===== src/rtl/ustc_pkg.sv =====
// ustc_pkg: shared types and defaults for the unstructured-sparse tile scheduler.
//   state_t      : scheduler FSM states (IDLE/ISSUE/DRAIN/DONE)
//   lat_t        : one latency-pipeline entry {valid, last}
//   PIPE_LAT_DEF : default issue-to-result latency of the array datapath
//   DW_CNT_DEF   : default width of the step count
package ustc_pkg;

    localparam int unsigned PIPE_LAT_DEF = 4;
    localparam int unsigned DW_CNT_DEF   = 8;

    typedef enum logic [1:0] {
        IDLE  = 2'd0,
        ISSUE = 2'd1,
        DRAIN = 2'd2,
        DONE  = 2'd3
    } state_t;

    typedef struct packed {
        logic valid;
        logic last;
    } lat_t;

endpackage


===== src/rtl/ustc_lat_pipe.sv =====
// ustc_lat_pipe: DEPTH-deep shift register carrying {valid, last} so results
// appear exactly DEPTH cycles after their issue.
//   clk   : rising-edge clock
//   reset : synchronous active-high reset, empties the pipeline
//   din   : entry launched this cycle
//   dout  : entry launched DEPTH cycles ago
module ustc_lat_pipe
    import ustc_pkg::*;
#(
    parameter int unsigned DEPTH = PIPE_LAT_DEF
) (
    input  logic clk,
    input  logic reset,
    input  lat_t din,
    output lat_t dout
);

    lat_t pipe_q [DEPTH];

    // Shift chain; stage 0 captures the new entry.
    always_ff @(posedge clk) begin
        if (reset) begin
            for (int i = 0; i < int'(DEPTH); i++) begin
                pipe_q[i] <= '0;
            end
        end else begin
            pipe_q[0] <= din;
            for (int i = 1; i < int'(DEPTH); i++) begin
                pipe_q[i] <= pipe_q[i-1];
            end
        end
    end

    assign dout = pipe_q[DEPTH-1];

endmodule


===== src/rtl/ustc_sched.sv =====
// ustc_sched: issue scheduler for an unstructured-sparse tile array. Accepts a
// job of num_steps step groups, issues one array step per cycle in which both
// the A group stream and the B vector stream are valid, then waits for the
// last result to leave the datapath before pulsing done.
//   clk, reset            : clock, synchronous active-high reset
//   start, num_steps      : job request and its step count (sampled in IDLE)
//   a_valid/a_ready       : A nonzero/col/row/ctrl group handshake
//   b_valid/b_ready       : B vector handshake (transfers together with A)
//   issue, acc_clear      : array step enable, accumulator clear on first step
//   step_idx              : index of the step being issued
//   out_valid, out_last   : array result valid, final result of the job
//   busy, done            : job in progress, one-cycle completion pulse
//   stall_cnt             : ISSUE cycles without issue (only with
//                           USTC_SCHED_STALL_CNT_EN defined)
module ustc_sched
    import ustc_pkg::*;
#(
    parameter int unsigned TILE_M   = 4,
    parameter int unsigned TILE_N   = 4,
    parameter int unsigned DW_CNT   = DW_CNT_DEF,
    parameter int unsigned PIPE_LAT = PIPE_LAT_DEF
) (
    input  logic              clk,
    input  logic              reset,
    input  logic              start,
    input  logic [DW_CNT-1:0] num_steps,
    input  logic              a_valid,
    output logic              a_ready,
    input  logic              b_valid,
    output logic              b_ready,
    output logic              issue,
    output logic              acc_clear,
    output logic [DW_CNT-1:0] step_idx,
    output logic              out_valid,
    output logic              out_last,
    output logic              busy,
    output logic              done
`ifdef USTC_SCHED_STALL_CNT_EN
    ,
    output logic [DW_CNT+8-1:0] stall_cnt
`endif
);

    // Elaboration-time sanity check of the geometry and latency.
    if (TILE_M < 1 || TILE_N < 1 || PIPE_LAT < 1) begin : g_param_check
        $error("ustc_sched: TILE_M, TILE_N and PIPE_LAT must be at least 1");
    end

    state_t            state_q, state_d;
    logic [DW_CNT-1:0] count_q;
    logic [DW_CNT-1:0] idx_q;
    logic              issue_c;
    logic              last_issue_c;
    logic              start_ok_c;
    lat_t              pipe_in;
    lat_t              pipe_out;

    assign start_ok_c   = (state_q == IDLE) & start;
    assign issue_c      = (state_q == ISSUE) & a_valid & b_valid;
    // count_q is never 0 in ISSUE, so the subtraction cannot underflow there.
    assign last_issue_c = issue_c & (idx_q == count_q - DW_CNT'(1));

    // State register.
    always_ff @(posedge clk) begin
        if (reset) begin
            state_q <= IDLE;
        end else begin
            state_q <= state_d;
        end
    end

    // Next-state logic.
    always_comb begin
        state_d = state_q;
        case (state_q)
            IDLE:    if (start) state_d = (num_steps == '0) ? DONE : ISSUE;
            ISSUE:   if (last_issue_c) state_d = DRAIN;
            DRAIN:   if (pipe_out.last) state_d = DONE;
            DONE:    state_d = IDLE;
            default: state_d = IDLE;
        endcase
    end

    // Latched job length and step index; the index holds on the final step
    // so a full-range count never wraps.
    always_ff @(posedge clk) begin
        if (reset) begin
            count_q <= '0;
            idx_q   <= '0;
        end else if (start_ok_c) begin
            count_q <= num_steps;
            idx_q   <= '0;
        end else if (issue_c && !last_issue_c) begin
            idx_q <= idx_q + DW_CNT'(1);
        end
    end

    assign pipe_in = '{valid: issue_c, last: last_issue_c};

    ustc_lat_pipe #(
        .DEPTH (PIPE_LAT)
    ) u_lat_pipe (
        .clk   (clk),
        .reset (reset),
        .din   (pipe_in),
        .dout  (pipe_out)
    );

    // Output decode; everything is forced low while reset is held.
    always_comb begin
        issue     = 1'b0;
        a_ready   = 1'b0;
        b_ready   = 1'b0;
        acc_clear = 1'b0;
        step_idx  = '0;
        out_valid = 1'b0;
        out_last  = 1'b0;
        busy      = 1'b0;
        done      = 1'b0;
        if (!reset) begin
            issue     = issue_c;
            a_ready   = issue_c;
            b_ready   = issue_c;
            acc_clear = issue_c & (idx_q == '0);
            step_idx  = idx_q;
            out_valid = pipe_out.valid;
            out_last  = pipe_out.last;
            busy      = (state_q != IDLE);
            done      = (state_q == DONE);
        end
    end

`ifdef USTC_SCHED_STALL_CNT_EN
    localparam int unsigned SCW = DW_CNT + 8;

    logic [SCW-1:0] stall_q;

    // Saturating count of ISSUE cycles lost to missing stream data.
    always_ff @(posedge clk) begin
        if (reset) begin
            stall_q <= '0;
        end else if (start_ok_c) begin
            stall_q <= '0;
        end else if ((state_q == ISSUE) && !issue_c && (stall_q != '1)) begin
            stall_q <= stall_q + SCW'(1);
        end
    end

    assign stall_cnt = stall_q;
`endif

endmodule


===== config.mk =====
export PLATFORM = sky130hd
export DESIGN_NAME = ustc_sched
export DESIGN_NICKNAME = d
export VERILOG_FILES = /design/src/rtl/ustc_pkg.sv /design/src/rtl/ustc_lat_pipe.sv /design/src/rtl/ustc_sched.sv
export SDC_FILE = /design/constraint.sdc
export NUM_CORES = 1
export LEC_CHECK = 0
export BUFFER_PORTS_ARGS = -buffer_cell sky130_fd_sc_hd__buf_2
export CAP_MARGIN = 5
export CORE_MARGIN = 2
export CORE_UTILIZATION = 37
export DETAILED_ROUTE_END_ITERATION = 7
export GPL_ROUTABILITY_DRIVEN = 0
export HOLD_SLACK_MARGIN = 0.03
export PLACE_DENSITY = 0.61
export REMOVE_ABC_BUFFERS = 1
export SKIP_CTS_REPAIR_TIMING = 1
export SYNTH_ARGS = -nofsm -noshare
export SYNTH_HDL_FRONTEND = slang
export SYNTH_SLANG_ARGS = --single-unit

===== constraint.sdc =====
create_clock -name clk -period 2.3 [get_ports clk]
set_input_delay 0.115 -clock clk [delete_from_list [all_inputs] [get_ports clk]]
set_output_delay 0.115 -clock clk [all_outputs]
set_load 0.005 [all_outputs]

==> flow_summary.yaml <==
worst_setup_path:
  max_stage_delay_ns: 0.32
  worstPathArrival_ns: 2.33
  cp_top_family: "simple AND/OR/NAND/NOR gates"
  worst_setup_path_start_kind: "flop"
  crit_path_cell_trace: "buf_4, or2_1, nor2_2, o211ai_1, nor4_4, nand3_1, a221o_1, a221oi_1"
  startpoint: "count_q[0]"
  worstSetupEndpointType: "flop"
  reg2reg_from: "count_q[0]"
  crit_required_ns: 2.48
  slowest_stage: "dfxtp_1"
  crit_path_max_fanout: 5
  crit_type: "reg2reg"
  cp_num_buf_inv: 1
global_routing:
  antenna_found_initial: 0
  overflow: 0
  first_global_vias: 1175
  grt_usage: 0.156
  grt_pass1_wl_mm: 5.29
  grt_max_degree: 18
sta:
  min_period_ns: 2.15
  rsz0062_at_grt: "yes"
  slew_headroom: 0.703
  tightest_slew_ns: 0.445
  tns_ns: 0
  setup_violations: 0
  drv_slew: 0
  finalCritPeriodShare: 0.936
  max_freq_ghz: 0.465
  hold_viol_final: 0
  skew_ns: 0.00611
finish:
  finalNetCount: 231
  multiInputGateArea_um2: 895
  fillers: 395
  syn_to_final_growth_pct: 21.0
  num_antenna_cells: 0
  drive_above_1_share: 0.219
  stdcell_count: 258
  regArea_um2: 522
job:
  max_cap_violations: 0
placed_design:
  dp_hpwl_mm: 2.45
  io_buffer_count: 28
  dp.cells: 254
yosys:
  post_synth_num_cell_types: 34
  synth_xor_area_frac: 0.0956
  synth_edf_count: 0
  synth_commonest_cells: "26 x dfxtp_1, 18 x a21oi_1, 18 x nor2b_1, 17 x nand2_1, 17 x nor2_1"
  avgSynthCellArea_um2: 8.10
  synth_top_family_by_area: "simple AND/OR/NAND/NOR gates"
  synth_compound_area_frac: 0.128
  synth-main-ff-cell: "dfxtp_1"
  async_flop_share: 0
  synth.area.top_cells: "dfxtp_1 35%, nor2b_1 7.7%, xnor2_1 7.2%"
  yosysTopAreaCell: "dfxtp_1"
  synth_top_cell_area_share: 0.355
  yosysWarnings: 0
  synthMuxAreaShare: 0.00683
  yosysMostFrequentCell: "dfxtp_1"
  yosys.area_share.adder: 0.0597
  syn_inst: 181
  synth_area_um2: 1470
  yosysSeqAreaShare: 0.355
  synth_seq_cells: 26
  synth-simple-area-share: 0.304
clock_network:
  cts_tree: "yes"
  cts_root_buffer: "clkbuf_8"
  clk_pin_slew_ns: 0.10
  clock_sinks: 26
  htree_levels: 1
  clock_latency_ns: 0.27
  cts_max_path_buffers: 2
  cts_made_buffers: 3
detailed_routing:
  drt_iter0_drc: 50
  detail_route.wl_per_cell_um: 12.4
  first_pass_iters: 4
  vias: 1304
  detail_route.vias_per_cell: 5.05
  drt_wl_total_mm: 3.20
  antenna_left: 0
  drcViolationCount: 0
die:
  die_x_um: 67.0
  row_count: 22
  die_area_um2: 4480
  die_y_um: 67.0
  start_util: 0.392
  io_pins: 29
  coreArea_um2: 3740
status:
  status: "complete, no violations"
power:
  vdd_drop_max_mv: 0.405
  power.density_nw_per_um2: 809
  leakage_uw: 0.000752
min_path:
  hp-class: "in2reg"
  hold_start: "num_steps[5]"
-- state kept, by name, summed over array words and instances, names as in the netlist --
signal / count
u_lat_pipe.pipe_q: 8
idx_q: 8
count_q: 8
state_q: 2
-- power by group --
group / switching (uW) / total (uW) / internal, uW / leakage [uW]
sequential: 50.7 / 542 / 492 / 0.000211
combinational: 288 / 513 / 225 / 0.000504
clock: 147 / 380 / 233 / 0.0000357
-- worst reg2reg max path: cells and delay by family, from the launching register on --
| family | cells | cell delay, ns |
|---|---|---|
| compound gates | 3 | 0.75 |
| buf+inv | 1 | 0.15 |
| simple gates | 4 | 0.86 |
| flops | 1 | 0.32 |
-- final timing paths --
path	endpoint	slack (ns)	cells past startpoint
max	state_q[1]	0.15	8
min	count_q[5]	0.10	3
max reg2reg	state_q[1]	0.15	8
min reg2reg	u_lat_pipe.pipe_q[2][1]	0.44	1
-- placed cells by master (no fill, tap or decap), drive strengths merged, types with 2 or more instances in the layout --
cell type / count
buf: 36
dfxtp: 26
nor2b: 18
a21oi: 18
nand2: 17
nor2: 17
xnor2: 12
nand3: 11
inv: 7
ha: 7
nor4: 5
nor3: 4
xor2: 4
and3: 3
nand4: 3
clkbuf: 3
o21bai: 2
a211oi: 2
a221oi: 2
-- cell type report --
type | count | area share
Inverter | 7 | 0.0148
Tap cell | 48 | 0.0339
Multi-Input combinational cell | 137 | 0.504
Sequential cell | 26 | 0.294
Clock inverter | 1 | 0.0169
Timing Repair Buffer | 36 | 0.113
Clock buffer | 3 | 0.0233
-- kinds of logic (layout without fill, tap and decap cells) --
group | after synthesis | after routing
compound gates | 30 | 30
xor+xnor | 16 | 16
fa+ha+maj | 7 | 7
buf+inv | 18 | 47
flops | 26 | 26
mux | 1 | 1
simple gates | 83 | 83
-- stage by stage --
step	power [uW]	setup WS, ns	utilization	hold WS (ns)	instance area [um^2]
after floorplan	891	0.0229	-	0.184	1420
after global placement	1040	0.132	0.448	0.391	1680
after detailed placement	1040	0.0944	0.448	0.386	1680
after CTS	1420	0.0653	0.467	0.100	1750
after global routing	1530	-0.0299	0.474	0.0979	1770
final	1440	0.148	0.474	0.103	1770
-- per-layer routing --
layer	share of wire	vias to the layer above	GRT usage
met5	0	-	0
met4	0.0050	0	0.0230
met3	0.031	2	0.0355
met2	0.47	19	0.261
met1	0.49	609	0.207
li1	-	674	-
Note: power is estimated with default switching activity, not from simulation.
